===== src/rtl/mem_seq_pkg.sv =====
// mem_seq_pkg: shared types and constants for the memory access sequencer.
//   state_e : sequencer FSM states (IDLE / ACCESS / DONE)
//   op_e    : latched operation kind (OP_RD / OP_WR)
//   AW_DEF, DW_DEF, WAIT_DEF : default address/data widths and wait states
//   MAX_WAIT, CNT_W          : wait counter range and width
package mem_seq_pkg;

  localparam int AW_DEF   = 16;
  localparam int DW_DEF   = 16;
  localparam int WAIT_DEF = 2;
  localparam int CNT_W    = 4;
  localparam int MAX_WAIT = 15;

  typedef enum logic [1:0] {
    IDLE   = 2'd0,
    ACCESS = 2'd1,
    DONE   = 2'd2
  } state_e;

  typedef enum logic {
    OP_RD = 1'b0,
    OP_WR = 1'b1
  } op_e;

endpackage


===== src/rtl/mem_seq_if.sv =====
// mem_seq_if: bus bundle between the requester (AR / data bus / RAM side)
// and the sequencer.
//   Requester -> sequencer : addr_in, wdata, rd_req, wr_req, inc, mem_rdata
//   Sequencer -> requester : mem_addr, mem_wdata, mem_oe, mem_we, rdata,
//                            busy, done, ar_inc, err
// Modports: master = requester/RAM side, slave = mem_seq.
interface mem_seq_if #(
  parameter int AW = 16,
  parameter int DW = 16
);

  logic [AW-1:0] addr_in;
  logic [DW-1:0] wdata;
  logic          rd_req;
  logic          wr_req;
  logic          inc;
  logic [DW-1:0] mem_rdata;
  logic [AW-1:0] mem_addr;
  logic [DW-1:0] mem_wdata;
  logic          mem_oe;
  logic          mem_we;
  logic [DW-1:0] rdata;
  logic          busy;
  logic          done;
  logic          ar_inc;
  logic          err;

  modport master (
    output addr_in, wdata, rd_req, wr_req, inc, mem_rdata,
    input  mem_addr, mem_wdata, mem_oe, mem_we, rdata, busy, done, ar_inc, err
  );

  modport slave (
    input  addr_in, wdata, rd_req, wr_req, inc, mem_rdata,
    output mem_addr, mem_wdata, mem_oe, mem_we, rdata, busy, done, ar_inc, err
  );

endinterface


===== src/rtl/mem_wait_cnt.sv =====
// mem_wait_cnt: loadable 4-bit down-counter timing the ACCESS phase.
//   clk, rst  : clock, asynchronous active-low reset
//   load      : load load_val (takes priority over en)
//   en        : decrement by one
//   load_val  : value to load
//   zero      : count is zero
module mem_wait_cnt
  import mem_seq_pkg::*;
(
  input  logic             clk,
  input  logic             rst,
  input  logic             load,
  input  logic             en,
  input  logic [CNT_W-1:0] load_val,
  output logic             zero
);

  localparam logic [CNT_W-1:0] CNT_ONE = {{(CNT_W-1){1'b0}}, 1'b1};

  logic [CNT_W-1:0] cnt_r;

  // Wait-state count register: load on request, count down during ACCESS.
  always_ff @(posedge clk or negedge rst) begin
    if (!rst) begin
      cnt_r <= {CNT_W{1'b0}};
    end else if (load) begin
      cnt_r <= load_val;
    end else if (en) begin
      cnt_r <= cnt_r - CNT_ONE;
    end
  end

  assign zero = (cnt_r == {CNT_W{1'b0}});

endmodule


===== src/rtl/mem_seq.sv =====
// mem_seq: single-cycle-issue memory access sequencer behind the AR.
// Takes one read or write request in IDLE, drives the RAM for WAIT+1 cycles,
// then spends one DONE cycle pulsing done (and ar_inc if requested).
//   clk  : system clock, rising edge
//   rst  : asynchronous active-low reset
//   bus  : mem_seq_if.slave -- request inputs, RAM strobes, rdata and status
// All outputs are registered; strobes are computed from the next state so
// they line up with the state they describe.
module mem_seq
  import mem_seq_pkg::*;
#(
  parameter int AW   = AW_DEF,
  parameter int DW   = DW_DEF,
  parameter int WAIT = WAIT_DEF
) (
  input logic      clk,
  input logic      rst,
  mem_seq_if.slave bus
);

  if ((WAIT < 0) || (WAIT > MAX_WAIT)) begin : g_wait_range
    $error("mem_seq: WAIT must be in 0..15");
  end

  localparam logic [CNT_W-1:0] WAIT_LD = CNT_W'(WAIT);

  state_e        state_r;
  state_e        next_state_s;
  op_e           op_r;
  op_e           next_op_s;
  logic          inc_r;
  logic          start_s;
  logic          cnt_en_s;
  logic          cnt_zero_s;
  logic [AW-1:0] mem_addr_r;
  logic [DW-1:0] mem_wdata_r;
  logic [DW-1:0] rdata_r;
  logic          mem_oe_r;
  logic          mem_we_r;
  logic          busy_r;
  logic          done_r;
  logic          ar_inc_r;
  logic          err_r;

  mem_wait_cnt u_wait_cnt (
    .clk      (clk),
    .rst      (rst),
    .load     (start_s),
    .en       (cnt_en_s),
    .load_val (WAIT_LD),
    .zero     (cnt_zero_s)
  );

  // Next-state, request acceptance and counter enable decode.
  always_comb begin
    next_state_s = state_r;
    start_s      = 1'b0;
    cnt_en_s     = 1'b0;
    case (state_r)
      IDLE: begin
        if (bus.rd_req || bus.wr_req) begin
          start_s      = 1'b1;
          next_state_s = ACCESS;
        end else begin
          next_state_s = IDLE;
        end
      end
      ACCESS: begin
        if (cnt_zero_s) begin
          next_state_s = DONE;
        end else begin
          cnt_en_s     = 1'b1;
          next_state_s = ACCESS;
        end
      end
      DONE:    next_state_s = IDLE;
      default: next_state_s = IDLE;
    endcase
  end

  // Operation for the upcoming cycle; read wins when both requests are up.
  always_comb begin
    next_op_s = op_r;
    if (start_s) begin
      next_op_s = bus.rd_req ? OP_RD : OP_WR;
    end else begin
      next_op_s = op_r;
    end
  end

  // State register.
  always_ff @(posedge clk or negedge rst) begin
    if (!rst) begin
      state_r <= IDLE;
    end else begin
      state_r <= next_state_s;
    end
  end

  // Request latches: address, write data, op and increment flag.
  always_ff @(posedge clk or negedge rst) begin
    if (!rst) begin
      mem_addr_r  <= {AW{1'b0}};
      mem_wdata_r <= {DW{1'b0}};
      op_r        <= OP_RD;
      inc_r       <= 1'b0;
    end else if (start_s) begin
      mem_addr_r  <= bus.addr_in;
      mem_wdata_r <= bus.wdata;
      op_r        <= next_op_s;
      inc_r       <= bus.inc;
    end
  end

  // Data register: capture RAM data on the last ACCESS cycle of a read.
  always_ff @(posedge clk or negedge rst) begin
    if (!rst) begin
      rdata_r <= {DW{1'b0}};
    end else if ((state_r == ACCESS) && cnt_zero_s && (op_r == OP_RD)) begin
      rdata_r <= bus.mem_rdata;
    end
  end

  // Registered strobes and status, decoded from the state being entered.
  always_ff @(posedge clk or negedge rst) begin
    if (!rst) begin
      mem_oe_r <= 1'b0;
      mem_we_r <= 1'b0;
      busy_r   <= 1'b0;
      done_r   <= 1'b0;
      ar_inc_r <= 1'b0;
      err_r    <= 1'b0;
    end else begin
      mem_oe_r <= (next_state_s == ACCESS) && (next_op_s == OP_RD);
      mem_we_r <= (next_state_s == ACCESS) && (next_op_s == OP_WR);
      busy_r   <= (next_state_s != IDLE);
      done_r   <= (next_state_s == DONE);
      ar_inc_r <= (next_state_s == DONE) && inc_r;
      err_r    <= start_s && bus.rd_req && bus.wr_req;
    end
  end

  assign bus.mem_addr  = mem_addr_r;
  assign bus.mem_wdata = mem_wdata_r;
  assign bus.rdata     = rdata_r;
  assign bus.mem_oe    = mem_oe_r;
  assign bus.mem_we    = mem_we_r;
  assign bus.busy      = busy_r;
  assign bus.done      = done_r;
  assign bus.ar_inc    = ar_inc_r;
  assign bus.err       = err_r;

endmodule

===== src/flat_wrapper.sv =====
// flat-port wrapper written by rule: the top's interface ports become plain ports
module mem_seq_flat import mem_seq_pkg::*;
#(
  parameter int AW   = AW_DEF,
  parameter int DW   = DW_DEF,
  parameter int WAIT = WAIT_DEF
)
  (clk, rst, bus_addr_in, bus_wdata, bus_rd_req, bus_wr_req, bus_inc, bus_mem_rdata, bus_mem_addr, bus_mem_wdata, bus_mem_oe, bus_mem_we, bus_rdata, bus_busy, bus_done, bus_ar_inc, bus_err);
  mem_seq_if #(.AW(AW), .DW(DW)) bus_i ();
  input logic clk;
  input logic rst;
  input wire logic [$bits(bus_i.addr_in)-1:0] bus_addr_in;
  input wire logic [$bits(bus_i.wdata)-1:0] bus_wdata;
  input wire logic [$bits(bus_i.rd_req)-1:0] bus_rd_req;
  input wire logic [$bits(bus_i.wr_req)-1:0] bus_wr_req;
  input wire logic [$bits(bus_i.inc)-1:0] bus_inc;
  input wire logic [$bits(bus_i.mem_rdata)-1:0] bus_mem_rdata;
  output wire logic [$bits(bus_i.mem_addr)-1:0] bus_mem_addr;
  output wire logic [$bits(bus_i.mem_wdata)-1:0] bus_mem_wdata;
  output wire logic [$bits(bus_i.mem_oe)-1:0] bus_mem_oe;
  output wire logic [$bits(bus_i.mem_we)-1:0] bus_mem_we;
  output wire logic [$bits(bus_i.rdata)-1:0] bus_rdata;
  output wire logic [$bits(bus_i.busy)-1:0] bus_busy;
  output wire logic [$bits(bus_i.done)-1:0] bus_done;
  output wire logic [$bits(bus_i.ar_inc)-1:0] bus_ar_inc;
  output wire logic [$bits(bus_i.err)-1:0] bus_err;
  assign bus_i.addr_in = bus_addr_in;
  assign bus_i.wdata = bus_wdata;
  assign bus_i.rd_req = bus_rd_req;
  assign bus_i.wr_req = bus_wr_req;
  assign bus_i.inc = bus_inc;
  assign bus_i.mem_rdata = bus_mem_rdata;
  assign bus_mem_addr = bus_i.mem_addr;
  assign bus_mem_wdata = bus_i.mem_wdata;
  assign bus_mem_oe = bus_i.mem_oe;
  assign bus_mem_we = bus_i.mem_we;
  assign bus_rdata = bus_i.rdata;
  assign bus_busy = bus_i.busy;
  assign bus_done = bus_i.done;
  assign bus_ar_inc = bus_i.ar_inc;
  assign bus_err = bus_i.err;
  mem_seq #(.AW(AW), .DW(DW), .WAIT(WAIT)) u_core (.clk(clk), .rst(rst), .bus(bus_i));
endmodule

===== config.mk =====
export PLATFORM = sky130hd
export DESIGN_NAME = mem_seq_flat
export DESIGN_NICKNAME = d
export VERILOG_FILES = /design/src/rtl/mem_seq_pkg.sv /design/src/rtl/mem_seq_if.sv /design/src/rtl/mem_wait_cnt.sv /design/src/rtl/mem_seq.sv /design/src/flat_wrapper.sv
export SDC_FILE = /design/constraint.sdc
export NUM_CORES = 1
export LEC_CHECK = 0
export ABC_AREA = 1
export BUFFER_PORTS_ARGS = -buffer_cell sky130_fd_sc_hd__buf_2
export CAP_MARGIN = 20
export CELL_PAD_IN_SITES_DETAIL_PLACEMENT = 1
export CELL_PAD_IN_SITES_GLOBAL_PLACEMENT = 2
export CORE_ASPECT_RATIO = 0.7
export CORE_UTILIZATION = 24
export CTS_CLUSTER_SIZE = 8
export DETAILED_ROUTE_END_ITERATION = 8
export HOLD_SLACK_MARGIN = 0.06
export PLACE_DENSITY = 0.74
export REMOVE_ABC_BUFFERS = 1
export SYNTH_ARGS = -nofsm -noshare
export SYNTH_HDL_FRONTEND = slang
export SYNTH_HIERARCHICAL = 1
export SYNTH_SLANG_ARGS = --single-unit

===== constraint.sdc =====
create_clock -name clk -period 1.5 [get_ports clk]
set_input_delay 0.3 -clock clk [delete_from_list [all_inputs] [get_ports clk]]
set_output_delay 0.3 -clock clk [all_outputs]
set_load 0.1 [all_outputs]

==> results of run 1 <==
==> worst max-delay path by stage <==
stage | end | slack (ns) | cells after the start
CTS | u_core/u_wait_cnt/cnt_r[3]$_DFFE_PN0P_ | 0.005 | 10
global route | u_core/u_wait_cnt/cnt_r[2]$_DFFE_PN0P_ | -0.05 | 10
detailed placement | u_core/u_wait_cnt/cnt_r[3]$_DFFE_PN0P_ | -0.20 | 10
global placement | u_core/u_wait_cnt/cnt_r[3]$_DFFE_PN0P_ | -0.09 | 10
floorplan | u_core/u_wait_cnt/cnt_r[3]$_DFFE_PN0P_ | -0.55 | 6
finish | u_core/u_wait_cnt/cnt_r[3]$_DFFE_PN0P_ | 0.06 | 10
==> layer usage <==
layer | GRT usage | vias to the layer above
li1 | - | 1098
met1 | 0.175 | 1072
met2 | 0.216 | 61
met3 | 0.0772 | 7
met4 | 0.0361 | 0
met5 | 0 | -
==> cell usage in the layout (no fill, tap or decap), drive strengths merged <==
| master | n |
|---|---|
| buf | 124 |
| ha | 1 |
| bufinv | 1 |
| inv | 12 |
| nor3b | 2 |
| a22oi | 1 |
| nor2 | 9 |
| xor2 | 1 |
| clkbuf | 13 |
| conb | 4 |
| nand2 | 154 |
| clkinv | 1 |
| nand3 | 23 |
| dlygate4sd3 | 1 |
| dfrtp | 62 |
==> final cells by class <==
class / count / area [um2]
tap: 128 / 160
sequential: 62 / 1550
inverter: 13 / 51.3
clock inverter: 1 / 30.0
fill: 1209 / 6210
clock buffer: 13 / 260
multi-input combinational: 195 / 875
timing repair buffer: 125 / 733
==> worst reg2reg max path, stage by stage (launching register included) <==
cell     delay (ns)
dfrtp_1        0.36
inv_2          0.06
ha_4           0.15
nor3b_4        0.14
inv_2          0.13
nand3_2        0.11
inv_2          0.10
inv_2          0.05
nor2_4         0.14
nand3_1        0.09
nand2_1        0.06
==> per-stage QoR <==
step | worst slack (ns) | area [um2] | utilization | TNS (ns) | hold WS, ns
2_1_floorplan | -0.547 | 2410 | - | -11.74 | 0.00441
3_3_place_gp | -0.0912 | 3270 | 0.331 | -0.314 | 0.244
3_5_place_dp | -0.205 | 3270 | 0.331 | -1.62 | 0.253
4_1_cts | 0.00482 | 3590 | 0.364 | 0 | 0.155
5_1_grt | -0.0453 | 3660 | 0.371 | -0.401 | 0.163
6_report | 0.0610 | 3660 | 0.371 | 0 | 0.169
==> state kept, by name, summed over array words and instances (netlist names), 2 cells and up <==
signal / cells
u_core/bus.rdata: 16
u_core/u_wait_cnt/cnt_r: 4
u_core/state_r: 2
u_core/bus.mem_addr: 16
u_core/bus.mem_wdata: 16
==> cells by family after synthesis <==
kind of cell	after synthesis	synth area share
buf+inv	23	0.0475
fa+ha+maj	1	0.00505
other cells	2	0.00303
xor+xnor	1	0.00354
flops	62	0.627
compound gates	1	0.00303
simple gates	188	0.311
==> timing repair <==
item | CTS | global route
hold endpoints to repair | 12 | 0
pin swaps | 0 | 6
setup buffers | 0 | 2
endpoints found under the setup margin | 22 | 26
resized for setup | 8 | 13
gates cloned | 0 | 1
hold buffers | 1 | 0
==> flow_metrics.env, run 1 <==
export IMPL_status="complete, no violations"
export IMPL_ys_seq_elements=62
export IMPL_ant_nets=0
export IMPL_syn_inst=278
export IMPL_period_share=0.959
export IMPL_drive_gt1_frac=0.374
export IMPL_routed_via_density=4.17
export IMPL_drt_pass1_iter_count=4
export IMPL_highest_layer="met4"
export IMPL_worstPathArrival_ns=1.70
export IMPL_yosysUniqueCellTypes=19
export IMPL_die_y_um=87.0
export IMPL_htree_levels=3
export IMPL_die_w_um=123
export IMPL_startpoint="u_core/u_wait_cnt/cnt_r[0]$_DFFE_PN0P_"
export IMPL_cp_common_cell="inv_2"
export IMPL_hold_viol=0
export IMPL_crit_chain="inv_2 > ha_4 > nor3b_4 > inv_2 > nand3_2 > inv_2 > inv_2 > nor2_4 > nand3_1 > nand2_1"
export IMPL_crit_buf_inv=4
export IMPL_drv_cap=0
export IMPL_hold_path_cell_count=3
export IMPL_num_nets_final=460
export IMPL_regToRegEndpoint="u_core/u_wait_cnt/cnt_r[3]$_DFFE_PN0P_"
export IMPL_synthToLayoutAreaGrowth_pct=47.9
export IMPL_design_core_area_mm2=0.00987
export IMPL_crit_fanout=4
export IMPL_crit_path_max_incr_delay_ns=0.36
export IMPL_cts_tree="done"
export IMPL_synthTopCellsByCount="nand2_1 (152), dfrtp_1 (62), nand3_1 (23)"
export IMPL_drcViolationCount=0
export IMPL_dp_hpwl_um=4980
export IMPL_met3_length_um=645
export IMPL_cts_root_buf="clkbuf_16"
export IMPL_yosysTopAreaCell="dfrtp_1"
export IMPL_die_area_mm2=0.0107
export IMPL_clock_sinks=62
export IMPL_rsz0062_at_grt="yes"
export IMPL_grt_ovfl_total=0
export IMPL_gp_congestion=0.723
export IMPL_cts_buffers=9
export IMPL_rows=30
export IMPL_path_class="register to register"
export IMPL_wl_per_cell_um=13.0
export IMPL_min_from="bus_wdata[11]"
export IMPL_grt_pass1_wl_um=11500
export IMPL_grt_max_degree=36
export IMPL_r2r_start="u_core/u_wait_cnt/cnt_r[0]$_DFFE_PN0P_"
export IMPL_worstPathRequired_ns=1.76
export IMPL_synth_seq_area_share=0.627
export IMPL_reg2reg_depth=10
export IMPL_critPathTopFamily="simple AND/OR/NAND/NOR gates"
export IMPL_critPathCaptureType="register"
export IMPL_yosys_warnings=6
export IMPL_dr_total_vias=2238
export IMPL_crit_slowest_cell="dfrtp_1"
export IMPL_dp_cells=519
export IMPL_dr_wl_met2_um=3210
export IMPL_clock_path_buffers=2
export IMPL_avgSynthCellArea_um2=8.91
export IMPL_maxSlewViolCount=0
export IMPL_hold_end="u_core/bus.mem_wdata[11]$_DFFE_PN0P_"
export IMPL_netlist_top_cells_area="dfrtp_1 (63%), nand2_1 (23%), nand3_1 (4.6%), inv_1 (1.7%), buf_4 (1.5%)"
export IMPL_numPortBuffers=106
export IMPL_drt_iter0_markers=23
export IMPL_wirelength_um=6970
export IMPL_io_pins=107
export IMPL_synth_top_area_frac=0.627
export IMPL_path_clk_slew_ns=0.05
export IMPL_clk_latency_ns=0.32
export IMPL_antenna_found_initial=0
export IMPL_min_path_type="input port to register"
export IMPL_startpoint_type="register"
export IMPL_ys_async_sr_fraction=1.00
export IMPL_layoutNonFillerInstCount=537
export IMPL_period_needed_ns=1.44
export IMPL_ys_flop_type="dfrtp_1"
export IMPL_wl_met1_um=3050
export IMPL_setup_viol=0
export IMPL_start_util=0.251
export IMPL_r2r_slack_ns=0.06
export IMPL_grt_use_total=0.142
export IMPL_fmax_mhz=695
export IMPL_finClkSkew_ns=0.00466
export IMPL_synth_most_common_cell="nand2_1"
export IMPL_grt_pass1_vias=2376
export IMPL_antenna_diode_count=0
export IMPL_syn_area_mm2=0.00248
export IMPL_synth_edf_count=0
Power of run 1 is left out: the tool's default activity adds up to more than one toggle a clock period on the data nets, which glitch-free logic cannot reach.
==> run 2: changes to the inputs <==
Settings changed: RECOVER_POWER from default to 50.
==> run 2 against run 1 <==
  * Final cell count unchanged
  * Worst setup slack better by 0.0015 ns
  * First-iteration DRC count down 30%
  * Routed wire length up 0.13%
  * Count of clock-buffer cells in the layout unchanged
  * Critical path type unchanged
  * Critical endpoint unchanged
  * Critical path depth unchanged
  * Non-clock buffer count unchanged
  * Register-to-register slack about the same
  * Clock skew about the same
  * Sequential cell count unchanged
  * Core utilization down 0.19 points
  * Sequential share of layout area up 0.22 points
==> flow_metrics.env, run 2 (synthesized netlist as in run 1, its figures left out) <==
export IMPL_grt_max_degree=36
export IMPL_grt_pass1_vias=2376
export IMPL_path_class="register to register"
export IMPL_die_area_mm2=0.0107
export IMPL_worstPathRequired_ns=1.76
export IMPL_ant_nets=0
export IMPL_start_util=0.251
export IMPL_setup_viol=0
export IMPL_hold_viol=0
export IMPL_min_path_type="input port to register"
export IMPL_period_share=0.958
export IMPL_cts_root_buf="clkbuf_16"
export IMPL_fin_area_mm2=0.00364
export IMPL_drv_cap=0
export IMPL_dp_cells=519
export IMPL_wirelength_um=6980
export IMPL_grt_ovfl_total=0
export IMPL_wl_per_cell_um=13.0
export IMPL_critPathCaptureType="register"
export IMPL_die_w_um=123
export IMPL_path_clk_slew_ns=0.05
export IMPL_clock_sinks=62
export IMPL_numPortBuffers=106
export IMPL_drcViolationCount=0
export IMPL_drt_pass1_iter_count=4
export IMPL_period_needed_ns=1.44
export IMPL_rsz0062_at_grt="yes"
export IMPL_status="complete, no violations"
export IMPL_dp_hpwl_um=4980
export IMPL_dr_total_vias=2236
export IMPL_antenna_found_initial=0
export IMPL_fmax_mhz=696
export IMPL_clk_latency_ns=0.32
export IMPL_finClkSkew_ns=0.00468
export IMPL_layout_common_cells="nand2_1 (151), buf_2 (105), dfrtp_1 (62)"
export IMPL_dpl_cell_area_mm2=0.00327
export IMPL_design_core_area_mm2=0.00987
export IMPL_drive_gt1_frac=0.372
export IMPL_crit_fanout=4
export IMPL_rows=30
export IMPL_clock_path_buffers=2
export IMPL_gp_congestion=0.723
export IMPL_worstPathArrival_ns=1.70
export IMPL_final_common_cell="nand2_1"
export IMPL_grt_pass1_wl_um=11500
export IMPL_grt_use_total=0.142
export IMPL_htree_levels=3
export IMPL_layoutNonFillerInstCount=537
export IMPL_io_pins=107
export IMPL_routed_via_density=4.16
export IMPL_antenna_diode_count=0
export IMPL_startpoint_type="register"
export IMPL_die_y_um=87.0
export IMPL_num_nets_final=460
export IMPL_tightest_slew_ns=0.851
export IMPL_cts_tree="done"
export IMPL_synthToLayoutAreaGrowth_pct=47.1
export IMPL_cts_buffers=9
export IMPL_drt_iter0_markers=16
export IMPL_maxSlewViolCount=0
export IMPL_slew_headroom=0.433
run 2: path summary, 6_finish.rpt:
path	startpoint	slack, ns	depth (start not counted)	to
max	u_core/u_wait_cnt/cnt_r[0]$_DFFE_PN0P_	0.06	10	u_core/u_wait_cnt/cnt_r[3]$_DFFE_PN0P_
min	bus_wdata[11]	0.17	3	u_core/bus.mem_wdata[11]$_DFFE_PN0P_
max reg2reg	u_core/u_wait_cnt/cnt_r[0]$_DFFE_PN0P_	0.06	10	u_core/u_wait_cnt/cnt_r[3]$_DFFE_PN0P_
min reg2reg	u_core/bus.rdata[14]$_DFFE_PN0P_	0.46	2	u_core/bus.rdata[14]$_DFFE_PN0P_
max in group asynchronous	rst	0.17	3	u_core/bus.mem_addr[14]$_DFFE_PN0P_
min in group asynchronous	rst	0.60	2	u_core/bus.mem_wdata[3]$_DFFE_PN0P_
run 2: repair_timing:
| action | 4_1_cts | 5_1_grt |
|---|---|---|
| cloned | 0 | 1 |
| setup buffers | 0 | 2 |
| hold endpoints to repair | 12 | 0 |
| pin swaps | 0 | 6 |
| endpoints found under the setup margin | 22 | 26 |
| hold buffers | 1 | 0 |
| resized for setup | 8 | 13 |
run 2: cell type report:
cell class | count | area, um2
multi-input cells | 195 | 875
inverters | 13 | 51.3
well taps | 128 | 160
repair buffers | 125 | 714
clock buffers | 13 | 260
fillers | 1209 | 6230
clock inverters | 1 | 30.0
flip-flops and latches | 62 | 1550
run 2: per-stage QoR:
step / utilization / hold WS [ns] / TNS (ns) / worst slack [ns]
after floorplan: - / 0.00441 / -11.74 / -0.547
after CTS: 0.364 / 0.155 / 0 / 0.00482
final: 0.369 / 0.169 / 0 / 0.0625
after global routing: 0.369 / 0.163 / -0.636 / -0.0453
after global placement: 0.331 / 0.244 / -0.314 / -0.0912
after detailed placement: 0.331 / 0.253 / -1.62 / -0.205
run 2: layer usage:
metal | up-vias | routed length (um) | GRT usage
li1 | 1098 | - | -
met5 | - | 0 | 0
met3 | 7 | 645 | 0.0772
met4 | 0 | 65 | 0.0361
met1 | 1070 | 3060 | 0.175
met2 | 61 | 3210 | 0.216
run 2: critical path: stages, from the launching register on:
cell,delay [ns]
dfrtp_1,0.36
inv_2,0.06
ha_4,0.15
nor3b_4,0.14
inv_2,0.13
nand3_2,0.10
inv_2,0.10
inv_2,0.05
nor2_4,0.14
nand3_1,0.09
nand2_1,0.06
Power of run 2 is left out for the same reason.
==> run 3: changes to the inputs <==
Settings changed: ABC_AREA 1 to default, CORE_UTILIZATION 24 to 27, PLACE_DENSITY 0.74 to 0.72.
==> run 3 against run 2 <==
  * The flow now finishes with violations (negative setup slack)
  * Register-to-register slack lost 0.37 ns
  * Sequential share of layout area fell by 0.41 points
  * First-iteration DRC count rose by 44%
  * Non-clock buffer count up 4
  * Cell area increased by 0.96%
  * Sequential cell count did not move
  * Global-route usage up 0.39 points
  * Area after synthesis shrank 0.10%
  * Synthesized cell count shrank 44%
  * Routed wire length down 9.9%
==> flow_metrics.env, run 3 <==
export IMPL_status="finished with violations"
export IMPL_violations="negative setup slack"
export IMPL_grt_ovfl_total=0
export IMPL_ys_seq_elements=62
export IMPL_crit_fanout=8
export IMPL_syn_inst=157
export IMPL_slew_headroom=0.469
export IMPL_grt_max_degree=36
export IMPL_clock_path_buffers=2
export IMPL_clock_sinks=62
export IMPL_synth_edf_count=0
export IMPL_gp_congestion=0.689
export IMPL_die_area_mm2=0.00955
export IMPL_finalSetupTns_ns=-8.82
export IMPL_drt_pass1_iter_count=2
export IMPL_yosysTopAreaCell="dfrtp_1"
export IMPL_crit_chain="inv_2 > ha_4 > nor3b_4 > and3b_1 > nor2b_4 > buf_6 > mux2_4"
export IMPL_drt_iter0_markers=23
export IMPL_numPortBuffers=106
export IMPL_synth_most_common_cell="dfrtp_1"
export IMPL_final_common_cell="buf_2"
export IMPL_yosys_warnings=6
export IMPL_period_share=1.20
export IMPL_setup_slack_ns=-0.305
export IMPL_worstPathArrival_ns=2.01
export IMPL_crit_buf_inv=2
export IMPL_critPathCaptureType="register"
export IMPL_routed_via_density=4.21
export IMPL_synthTopCellsByCount="dfrtp_1 (62), mux2_2 (41), mux2_4 (10)"
export IMPL_start_util=0.286
export IMPL_syn_area_mm2=0.00247
export IMPL_ys_async_sr_fraction=1.00
export IMPL_tightest_slew_ns=0.797
export IMPL_crit_slowest_cell="dfrtp_1"
export IMPL_design_core_area_mm2=0.00865
export IMPL_ant_nets=0
export IMPL_fmax_mhz=554
export IMPL_layout_common_cells="buf_2 (106), dfrtp_1 (62), mux2_2 (35)"
export IMPL_cts_buffers=9
export IMPL_drive_gt1_frac=0.685
export IMPL_cts_tree="done"
export IMPL_synth_top_area_frac=0.627
export IMPL_worstPathRequired_ns=1.70
export IMPL_drv_cap=0
export IMPL_wl_per_cell_um=15.2
export IMPL_hold_viol=0
export IMPL_period_needed_ns=1.80
export IMPL_avgSynthCellArea_um2=15.8
export IMPL_drcViolationCount=0
export IMPL_synthToLayoutAreaGrowth_pct=48.7
export IMPL_layoutNonFillerInstCount=415
export IMPL_io_pins=107
export IMPL_dp_hpwl_um=4260
export IMPL_worst_hold_slack_ns=0.202
export IMPL_maxSlewViolCount=0
export IMPL_rows=28
export IMPL_fillers=956
export IMPL_startpoint_type="register"
export IMPL_yosysUniqueCellTypes=28
export IMPL_dp_cells=395
export IMPL_cts_root_buf="clkbuf_16"
export IMPL_die_w_um=116
export IMPL_crit_path_max_incr_delay_ns=0.39
export IMPL_clk_latency_ns=0.33
export IMPL_finClkSkew_ns=0.00719
export IMPL_setup_viol=53
export IMPL_htree_levels=3
export IMPL_path_clk_slew_ns=0.05
export IMPL_antenna_diode_count=0
export IMPL_ys_flop_type="dfrtp_1"
export IMPL_dr_total_vias=1747
export IMPL_grt_use_total=0.146
export IMPL_min_path_type="input port to register"
export IMPL_critPathTopFamily="simple AND/OR/NAND/NOR gates"
export IMPL_grt_pass1_vias=1966
export IMPL_wirelength_um=6290
export IMPL_antenna_found_initial=0
export IMPL_rsz0062_at_grt="yes"
export IMPL_dpl_worst_slack_ns=-0.452
export IMPL_path_class="register to register"
export IMPL_netlist_top_cells_area="dfrtp_1 (63%), mux2_2 (19%), mux2_4 (6.1%), buf_4 (1.2%), nor4b_4 (0.96%)"
export IMPL_grt_pass1_wl_um=9990
export IMPL_synth_seq_area_share=0.627
export IMPL_die_y_um=82.1
export IMPL_num_nets_final=346
[run 3: changes by cell type in the layout (fill, tap and decap cells not counted), sizes merged, moves of 2 or more]
cell    change
and3b       +2
buf         +2
nor2        -3
inv         -9
a21oi       +2
clkbuf      +2
o21ai       +3
nand2     -150
mux2       +51
nand3      -23
[run 3: what timing repair did]
action	in CTS	in global routing
gates cloned	2	1
setup endpoints to repair	53	23
hold buffers	1	0
resized for setup	27	2
endpoints found under the hold margin	62	0
pin swaps	4	2
buffers inserted	4	0
[run 3: stage by stage]
stage	area, um2	util
5_1_grt	3680	0.425
4_1_cts	3700	0.428
2_1_floorplan	2410	-
6_report	3680	0.425
3_5_place_dp	3250	0.375
3_3_place_gp	3250	0.375
[run 3: final timing paths]
path,start,end,slack (ns),cells past startpoint
min,bus_wdata[6],u_core/bus.mem_wdata[6]$_DFFE_PN0P_,0.20,2
max reg2reg,u_core/u_wait_cnt/cnt_r[1]$_DFFE_PN0P_,u_core/bus.rdata[10]$_DFFE_PN0P_,-0.30,7
min in group asynchronous,rst,u_core/bus.mem_wdata[1]$_DFFE_PN0P_,0.67,3
min reg2reg,u_core/bus.mem_wdata[8]$_DFFE_PN0P_,u_core/bus.mem_wdata[8]$_DFFE_PN0P_,0.50,1
max,u_core/u_wait_cnt/cnt_r[1]$_DFFE_PN0P_,u_core/bus.rdata[10]$_DFFE_PN0P_,-0.30,7
max in group asynchronous,rst,u_core/bus.rdata[9]$_DFFE_PN0P_,0.27,3
[run 3: cell type report]
cell class	instances	area (um2)	share of cell area
well taps	120	150	0.0408
multi-input cells	87	925	0.251
clock buffers	13	270	0.0735
clock inverters	1	5.00	0.00136
inverters	3	11.3	0.00306
flip-flops and latches	62	1550	0.422
repair buffers	129	764	0.208
[run 3: worst register-to-register path: stages, from the launching register on]
cell and delay [ns]:
dfrtp_1 0.39, inv_2 0.08, ha_4 0.13, nor3b_4 0.21, and3b_1 0.21, nor2b_4 0.17, buf_6 0.18, mux2_4 0.32
[run 3: layer usage]
metal	vias up	share of wire	routed length, um	global-route usage
met5	-	0	0	0
met1	840	0.42	2670	0.170
met4	0	0.010	65	0.0423
met2	88	0.45	2820	0.225
li1	811	-	-	-
met3	8	0.12	737	0.0893
[run 3: kinds of logic after synthesis]
| kind of cell | after synthesis | share of synthesized area |
|---|---|---|
| DFF | 62 | 0.627 |
| adders and majority gates | 1 | 0.00506 |
| and+or+nand+nor | 19 | 0.0516 |
| AOI/OAI and AO/OA | 8 | 0.0197 |
| xor gates and xnor gates | 3 | 0.0106 |
| other | 2 | 0.00304 |
| muxes | 52 | 0.251 |
| buffers and inverters | 10 | 0.0314 |
Power of run 3 is left out for the same reason.
